File: config.mk
export PLATFORM = sky130hd
export DESIGN_NAME = channel_file
export DESIGN_NICKNAME = d
export VERILOG_FILES = /design/src/rtl/channel_file.sv
export SDC_FILE = /design/constraint.sdc
export NUM_CORES = 1
export LEC_CHECK = 0
export CORE_MARGIN = 2
export CORE_UTILIZATION = 40
export DETAILED_ROUTE_END_ITERATION = 7
export SETUP_SLACK_MARGIN = 0.5
export SLEW_MARGIN = 15
export SYNTH_ARGS = -nofsm -noshare
export SYNTH_HDL_FRONTEND = slang
export SYNTH_SLANG_ARGS = --single-unit
File: constraint.sdc
create_clock -name clk -period 27.4 [get_ports clk]
set_clock_uncertainty 0.1 [all_clocks]
set_input_delay 4.11 -clock clk [delete_from_list [all_inputs] [get_ports clk]]
set_output_delay 4.11 -clock clk [all_outputs]
set_load 0.05 [all_outputs]
File: src/rtl/channel_file.sv
// rtl/channel_file.sv - 16-channel register file with accumulator, bypassed reads and sample snapshot (optional ACC_SATURATE_EN)
module channel_file #(
    parameter int data_width  = 16,
    parameter int out_channel = 1
) (
    input  logic                    clk,
    input  logic                    reset,
    input  logic                    enable,
    input  logic                    sample_tick,
    input  logic [3:0]              channel_write_addr,
    input  logic [data_width-1:0]   channel_write_val,
    input  logic                    channel_write_enable,
    input  logic [2*data_width-1:0] accumulator_write_val,
    input  logic                    accumulator_write_enable,
    input  logic                    accumulator_add_enable,
    input  logic [3:0]              rd_addr_a,
    input  logic [3:0]              rd_addr_b,
    output logic [data_width-1:0]   rd_val_a,
    output logic [data_width-1:0]   rd_val_b,
    input  logic [4:0]              acc_shift,
    output logic [data_width-1:0]   acc_read_val,
    output logic [2*data_width-1:0] acc_val,
    output logic [data_width-1:0]   sample_out,
    output logic                    sample_out_valid
);

    localparam int AW = 2 * data_width;
    localparam logic [3:0] OUT_IDX = 4'(out_channel);
    localparam logic [data_width-1:0] RD_MAX = {1'b0, {(data_width-1){1'b1}}};
    localparam logic [data_width-1:0] RD_MIN = {1'b1, {(data_width-1){1'b0}}};

    logic [data_width-1:0] ch_q [16];
    logic [data_width-1:0] ch_d [16];
    logic [AW-1:0]         acc_q, acc_d;
    logic [data_width-1:0] rd_a_q, rd_a_d;
    logic [data_width-1:0] rd_b_q, rd_b_d;
    logic [data_width-1:0] acc_rd_q, acc_rd_d;
    logic [data_width-1:0] sample_q, sample_d;
    logic                  sample_vld_q, sample_vld_d;

    logic                  ch_wr;
    logic                  acc_wr;
    logic [AW-1:0]         acc_sum;
    logic signed [AW-1:0]  acc_shifted;
    logic [AW-data_width:0] shifted_top;

`ifdef ACC_SATURATE_EN
    logic [AW:0]           sum_ext;
`endif

    assign ch_wr  = enable && channel_write_enable;
    assign acc_wr = enable && accumulator_write_enable;

    // Accumulate result: sign-extended add clamps on overflow, otherwise wraps
    always_comb begin
`ifdef ACC_SATURATE_EN
        sum_ext = {acc_q[AW-1], acc_q} + {accumulator_write_val[AW-1], accumulator_write_val};
        if (sum_ext[AW] != sum_ext[AW-1]) begin
            acc_sum = sum_ext[AW] ? {1'b1, {(AW-1){1'b0}}} : {1'b0, {(AW-1){1'b1}}};
        end else begin
            acc_sum = sum_ext[AW-1:0];
        end
`else
        acc_sum = acc_q + accumulator_write_val;
`endif
    end

    // Next-state for storage, read ports, accumulator read and sample snapshot
    always_comb begin
        ch_d = ch_q;
        if (ch_wr) begin
            ch_d[channel_write_addr] = channel_write_val;
        end

        acc_d = acc_q;
        if (acc_wr) begin
            acc_d = accumulator_add_enable ? acc_sum : accumulator_write_val;
        end

        rd_a_d = (ch_wr && channel_write_addr == rd_addr_a) ? channel_write_val : ch_q[rd_addr_a];
        rd_b_d = (ch_wr && channel_write_addr == rd_addr_b) ? channel_write_val : ch_q[rd_addr_b];

        // Shift of 2*data_width or more fills with sign bits; clamp if the
        // bits above the data_width result are not all copies of its sign.
        acc_shifted = $signed(acc_q) >>> acc_shift;
        shifted_top = acc_shifted[AW-1:data_width-1];
        if ((&shifted_top) || !(|shifted_top)) begin
            acc_rd_d = acc_shifted[data_width-1:0];
        end else begin
            acc_rd_d = acc_shifted[AW-1] ? RD_MIN : RD_MAX;
        end

        sample_d     = sample_tick ? ch_q[OUT_IDX] : sample_q;
        sample_vld_d = sample_tick;
    end

    // State registers with asynchronous clear
    always_ff @(posedge clk or posedge reset) begin
        if (reset) begin
            for (int i = 0; i < 16; i++) begin
                ch_q[i] <= '0;
            end
            acc_q        <= '0;
            rd_a_q       <= '0;
            rd_b_q       <= '0;
            acc_rd_q     <= '0;
            sample_q     <= '0;
            sample_vld_q <= 1'b0;
        end else begin
            for (int i = 0; i < 16; i++) begin
                ch_q[i] <= ch_d[i];
            end
            acc_q        <= acc_d;
            rd_a_q       <= rd_a_d;
            rd_b_q       <= rd_b_d;
            acc_rd_q     <= acc_rd_d;
            sample_q     <= sample_d;
            sample_vld_q <= sample_vld_d;
        end
    end

    assign rd_val_a         = rd_a_q;
    assign rd_val_b         = rd_b_q;
    assign acc_read_val     = acc_rd_q;
    assign acc_val          = acc_q;
    assign sample_out       = sample_q;
    assign sample_out_valid = sample_vld_q;

endmodule

==> summary.md, run 1 <==
| Metric | Value |
|---|---|
| Status | finished clean |
| Largest net degree at the start of global routing | 169 |
| Syn Inst Count | around 1,500 |
| TritonRoute pass-1 iters | 5 |
| Max_slew headroom | 30.4% |
| Die H | ~230 um |
| Vias | 13,853 |
| Layout Nets | between 1,500 and 2,000 |
| Antenna Nets Post-Route | 0 |
| Inserted Diodes | 0 |
| Ys flop type | dfrtp_1 |
| Post-cts resize count | 0 |
| Most frequent cells in the layout | dfrtp_1, mux2_2, mux4_2, clkdlybuf4s50_1, nand2_1 |
| Period minus WS final | 7.33 ns |
| FILL cells | 4,571 |
| Placed cell areas | about 0.023 sq mm |
| Maximum fanout along the worst path | 41 |
| CTS tree | built |
| Finished Core Util | 47.4% |
| Cells taking the most area after synthesis | dfrtp_1, mux4_2, mux2_2 |
| Synth warnings | 0 |
| Worst Tran Pin Value | 1.04 ns |
| Core area | roughly 0.051 sq mm |
| Achievable clock frequency | ~140 MHz |
| Max_cap viols | 0 |
| Leakage | 10.2 nW |
| Final instance area | 0.0242 sq mm |
| Num CTS Buffers | 42 |
| Fraction of layout cells with a size suffix above 1 | between 30 and 40% |
| Critical Path Start Type | input pin |
| Clock-pin slew on the worst setup and hold paths | 0.06 ns |
| Clock sinks | 353 |
| Commonest non-fill, non-tap cell in the layout | dfrtp_1 |
| Sequential area share after synthesis | 42.9% |
| Period utilization | 26.8% |
| Synth unique cells | 70 |
| CTS Root Cell | clkbuf_16 |
| Placed Cells incl. Taps | 2,271 |
| Area Overhead vs Synth | 17.6% |
| Iteration-0 DRC Markers | 1,064 |
| Std-Cell Rows | 83 |
| Port Buf Inserts | 168 |
| Worst setup EP type | flop |
| Number of synthesized flops with an enable pin | 0 |
| Max VDD drop | ~37 uV |
| Critical Path RT | 27.73 ns |
| Final HPWL DP | 36.6 mm |
| Placer Congestion | 0.871 |
| First-pass GRT wire length | about 90 mm |
| Via/cell ratio | 5.90 |
| Total global routing overflow | 0 |
| Tot GR Track Use | between 20% and 30% |
| Post-CTS setup buffers | 0 |
| Final hold violations | 0 |
| Yosys reg bits | 353 |
| Ports | ~170 |
| Worst EP arrival | 7.66 ns |
| Netlist Area Pre-Place | 0.0206 sq mm |
| Min-delay worst type | flop to flop |
| Drt drc | 0 |
| Clk buf depth | 3 |
| Clock Latency Late Sink | 0.57 ns |
| Crit Path Category | input pin to flop |
| DR WL/cell | 24.8 um |
| Drt total wl | 58.3 mm |
| Layout Cells excl Fill | roughly 2,300 |
| Slew Viols, Final | 0 |
| Post-synth top area share | 42.9% |
| Synth area leader | dfrtp_1 |
| Starting Density | between 40% and 50% |
| CTS H-Tree Depth | 2 |
| Post-CTS Hold Buffers | 0 |
| Setup-failing EPs final | 0 |
| Fin Setup TNS | 0 ns |
| Die Width | about 230 um |
| Mapped Nets | ~1,600 |
| Initial antenna violation count | 2 |
| Setup repair after global routing missed its margin | no |
| FFs w/ async S/R, synth | between 90% and 100% |
| Vias in the first global route | 14,252 |
| Synth Area per Inst | 13.6 sq um |
| P per Cell Area | 85.5 mW/mm^2 |
| Die area | 0.0533 sq mm |
==> where the power goes <==
group          total [W]  switching (W)  internal (W)
combinational   0.000769       0.000413      0.000356
sequential      0.000747       0.000107      0.000640
clock           0.000557       0.000226      0.000332
total            0.00207       0.000746       0.00133
==> stage by stage <==
step / hold slack [ns] / power (W) / setup slack (ns)
final: 0.409 / 0.00207 / 20.07
after global routing: 0.433 / 0.00218 / 19.85
after CTS: 0.415 / 0.00209 / 20.12
after detailed placement: 0.402 / 0.00153 / 19.55
after global placement: 0.391 / 0.00151 / 19.59
after floorplan: 0.391 / 0.00129 / 13.40
==> critical path, cell delays in order <==
cell and delay (ns):
clkdlybuf4s50_1 0.45, buf_4 0.36, clkinv_1 0.72, mux4_2 0.76, and4_1 0.22, a41oi_2 0.68, or2_4 0.27, o21ai_2 0.06
==> Yosys cell counts (4+ instances only) <==
master,count
mux4_1,9
a211oi_1,9
nor2b_1,5
nand4_1,10
a31oi_1,8
and3_1,9
buf_1,28
o21ai_2,10
a21o_1,14
xor2_1,7
inv_1,16
xnor2_1,23
mux2_2,308
nand3_1,12
nor3_1,12
nor2_1,47
dfrtp_1,353
mux2i_1,29
a21boi_0,5
nand2_1,90
a311oi_1,4
mux4_2,179
a221oi_1,4
ha_1,31
nand2b_1,10
and2_1,4
buf_2,11
o21a_1,5
a21oi_1,57
o211ai_1,5
o21bai_1,5
o21ai_0,54
nor3b_1,15
o21ai_1,7
clkbuf_1,74
==> flip-flops by register name (all words and copies together), names as in the netlist <==
register,count
ch_q,256
acc_read_val,16
sample_out_valid,1
acc_val,32
rd_val_b,16
sample_out,16
rd_val_a,16
==> final cells by class <==
type / count / area (sq um) / area share (%)
clock inverter: 13 / 128 / 0.527
multi-input combinational: 1028 / 11300 / 46.4
tap: 680 / 851 / 3.51
timing repair buffer: 192 / 1850 / 7.65
sequential: 353 / 8830 / 36.4
clock buffer: 63 / 1240 / 5.12
inverter: 18 / 75.1 / 0.310
==> worst paths after layout <==
path | from | to | slack [ns] | cells past startpoint
worst max-delay path | acc_shift[2] | acc_read_val[12]$_DFF_PP0_ | 20.07 | 8
worst min-delay path | sample_out[1]$_DFFE_PP0P_ | sample_out[1]$_DFFE_PP0P_ | 0.41 | 1
worst min register to register | sample_out[1]$_DFFE_PP0P_ | sample_out[1]$_DFFE_PP0P_ | 0.41 | 1
worst max register to register | acc_val[0]$_DFFE_PP0P_ | acc_val[26]$_DFFE_PP0P_ | 24.23 | 10
max in group asynchronous | reset | ch_q[84]$_DFFE_PP0P_ | 21.63 | 3
min in group asynchronous | reset | acc_read_val[7]$_DFF_PP0_ | 3.98 | 2
==> per-layer routing <==
layer  wire, um  vias up  track usage (%)
met5         24        -                0
met4       1430        4             6.92
met3       3090       89             3.95
met2      28600      391             37.1
met1      25100     7277             29.8
li1           -     6092                -
==> kinds of logic (layout without fill, tap and decap cells) <==
group,Yosys count,in the layout,share of synthesized area [%]
mux,526,526,39.0
simple gates,231,231,5.50
buf+inv,139,286,2.90
fa+ha+maj,32,32,1.98
xor+xnor,30,30,1.28
compound gates,209,209,6.45
flops,353,353,42.9
Power figures use the tool's default switching activity.
==> inputs of run 2 (changes only) <==
==> constraint.sdc (replaced) <==
create_clock -name clk -period 5.9 [get_ports clk]
set_clock_uncertainty 0.1 [all_clocks]
set_input_delay 0.885 -clock clk [delete_from_list [all_inputs] [get_ports clk]]
set_output_delay 0.885 -clock clk [all_outputs]
set_load 0.05 [all_outputs]
==> run 2 against run 1 <==
  * Power grew to 4.7 times the previous value
  * Critical path type unchanged
  * First-iteration DRC count decreased by 11%
  * Sequential share of layout area is 0.23 points lower
  * Cell count is 0.60% higher
  * Cell area up 0.63%
  * Routed wire length is essentially flat
  * Sequential cell count unchanged
  * Die area did not move
  * Count of clock-buffer cells in the layout decreased by 1
==> summary.md, run 2 (synthesis results as in run 1) <==
| Metric | Value |
|---|---|
| Min-delay worst type | flop to flop |
| Die H | 231 um (unchanged) |
| Max VDD drop | 198 uV (+430%) |
| Max_cap viols | 0 (unchanged) |
| CTS H-Tree Depth | 2 (unchanged) |
| Layout Nets | 1,751 (+0.69%) |
| Placed cell areas | 0.0229 sq mm (+0.34%) |
| Port Buf Inserts | 168 (unchanged) |
| Max reg flops | 256 (unchanged) |
| Clock sinks | 353 (unchanged) |
| Post-CTS Hold Buffers | 0 (unchanged) |
| Final hold violations | 0 (unchanged) |
| Worst Path Buf+Inv | 1 (-2) |
| Cell depth of the worst setup path | 7 (-1) |
| Period utilization | 64.4% |
| Starting Density | 40.3% (unchanged) |
| Setup-failing EPs final | 0 (unchanged) |
| Worst path cell trace | clkdlybuf4s50_1 -> mux4_1 -> mux4_2 -> and4_1 -> a41oi_2 -> or2_4 -> o21ai_2 |
| Critical Path Start Type | input pin |
| Slew Viols, Final | 0 (unchanged) |
| Place WS | 1.50 ns (-18.05 ns) |
| Clk buf depth | 3 (unchanged) |
| Vias in the first global route | 14,251 (-0.0070%) |
| Maximum fanout along the worst path | 17 (-59%) |
| Worst EP arrival | 4.12 ns (-3.54 ns) |
| WHS Path Cells | 1 (unchanged) |
| Die Width | 231 um (unchanged) |
| Fin Setup TNS | 0 ns (unchanged) |
| Period minus WS final | 3.80 ns |
| Largest net degree at the start of global routing | 148 (-12%) |
| Total global routing overflow | 0 (unchanged) |
| Die area | 0.0533 sq mm (unchanged) |
| Core area | 0.0511 sq mm (unchanged) |
| Num CTS Buffers | 42 (unchanged) |
| Leakage | 10.3 nW (+0.86%) |
| Final instance area | 0.0244 sq mm (+0.63%) |
| Antenna Nets Post-Route | 0 (unchanged) |
| Clock-pin slew on the worst setup and hold paths | 0.06 ns (about the same) |
| Area Overhead vs Synth | 18.3% |
| Std-Cell Rows | 83 (unchanged) |
| Fin Hold WS | 0.410 ns (+0.00156 ns) |
| Final HPWL DP | 37.9 mm (+3.5%) |
| Ports | 169 (unchanged) |
| Commonest non-fill, non-tap cell in the layout | dfrtp_1 |
| Final WS setup | 2.10 ns (-17.96 ns) |
| CTS tree | built |
| Iteration-0 DRC Markers | 942 (-11%) |
| Post-cts resize count | 0 (unchanged) |
| Top delay family on crit path | buffers and inverters |
| CP max-delay cell | clkdlybuf4s50_1 |
| Biggest register | ch_q |
| DR WL/cell | 24.7 um (-0.56%) |
| Achievable clock frequency | between 200 and 300 MHz |
| P per Cell Area | 399 mW/mm^2 (+370%) |
| Vias | 13,878 (+0.18%) |
| Max_slew headroom | 29.6% (-0.76 points) |
| Setup repair after global routing missed its margin | no |
| Tot GR Track Use | 22.1% (-0.23 points) |
| TritonRoute pass-1 iters | 5 (unchanged) |
| Via/cell ratio | 5.88 (-0.41%) |
| Initial antenna violation count | 8 (+6) |
| Crit Path Category | input pin to flop |
| Drt total wl | 58.3 mm (about the same) |
| Clock Latency Late Sink | 0.56 ns (about the same) |
| CP max stage delay | 1.01 ns (+0.25 ns) |
| Reg2Reg Depth | 7 (-3) |
| First-pass GRT wire length | 88.7 mm (-1.1%) |
| Worst setup EP type | flop |
| Placer Congestion | 0.906 (+4.0%) |
| Post-CTS setup buffers | 0 (unchanged) |
| Most frequent cells in the layout | dfrtp_1, mux2_2, mux4_2, clkdlybuf4s50_1, nand2_1 |
| Status | finished clean |
| Critical Path RT | 6.23 ns (-21.50 ns) |
| Drt drc | 0 (unchanged) |
| CTS Root Cell | clkbuf_16 |
| Fraction of layout cells with a size suffix above 1 | 37.4% (+0.43 points) |
| Worst Tran Pin Value | 1.05 ns (+0.00810 ns) |
## run 2: metal layers
layer / vias to the layer above / GRT usage, % / share of wire (%)
met4: 12 / 8.02 / 3.3
met3: 125 / 4.87 / 6.1
li1: 6128 / - / -
met1: 7199 / 29.0 / 42
met2: 414 / 36.0 / 48
met5: - / 0 / 0.13
## run 2: power by group
part           switching (W)  total (W)  internal, W
clock                0.00105    0.00269      0.00164
sequential          0.000523    0.00349      0.00297
combinational        0.00189    0.00354      0.00165
total                0.00346    0.00972      0.00626
## run 2: cell type report
cell class	instances	area [sq um]
Fill cell	4526	26700
Timing Repair Buffer	204	1960
Inverter	18	71.3
Multi-Input combinational cell	1028	11200
Sequential cell	353	8830
Antenna cell	1	2.50
Clock buffer	62	1250
Tap cell	680	851
Clock inverter	15	194
## run 2: worst register-to-register path, stage by stage, from the launching register on
cell	delay, ns
dfrtp_1	0.81
mux2i_1	0.25
o21ai_0	0.51
o21ai_0	0.18
nor4b_2	0.26
a41oi_2	0.44
or2_4	0.44
o21ai_2	0.14
## run 2: final timing paths
kind / from / endpoint / slack (ns)
setup / recovery: acc_shift[1] / acc_read_val[11]$_DFF_PP0_ / 2.10
hold / removal: sample_out[8]$_DFFE_PP0P_ / sample_out[8]$_DFFE_PP0P_ / 0.41
setup reg to reg: acc_val[31]$_DFFE_PP0P_ / acc_read_val[11]$_DFF_PP0_ / 2.71
hold reg to reg: sample_out[8]$_DFFE_PP0P_ / sample_out[8]$_DFFE_PP0P_ / 0.41
max in group asynchronous: reset / rd_val_b[12]$_DFF_PP0_ / 3.65
min in group asynchronous: reset / acc_read_val[12]$_DFF_PP0_ / 0.78
## run 2: through the flow
| step | utilization, % | power, W | instances |
|---|---|---|---|
| CTS | 47.7 | 0.00982 | 2360 |
| detailed placement | 44.9 | 0.00709 | 2283 |
| floorplan | - | 0.00598 | 1520 |
| finish | 47.7 | 0.00972 | 2361 |
| global placement | 44.9 | 0.00701 | 2283 |
| global route | 47.7 | 0.0102 | 2361 |
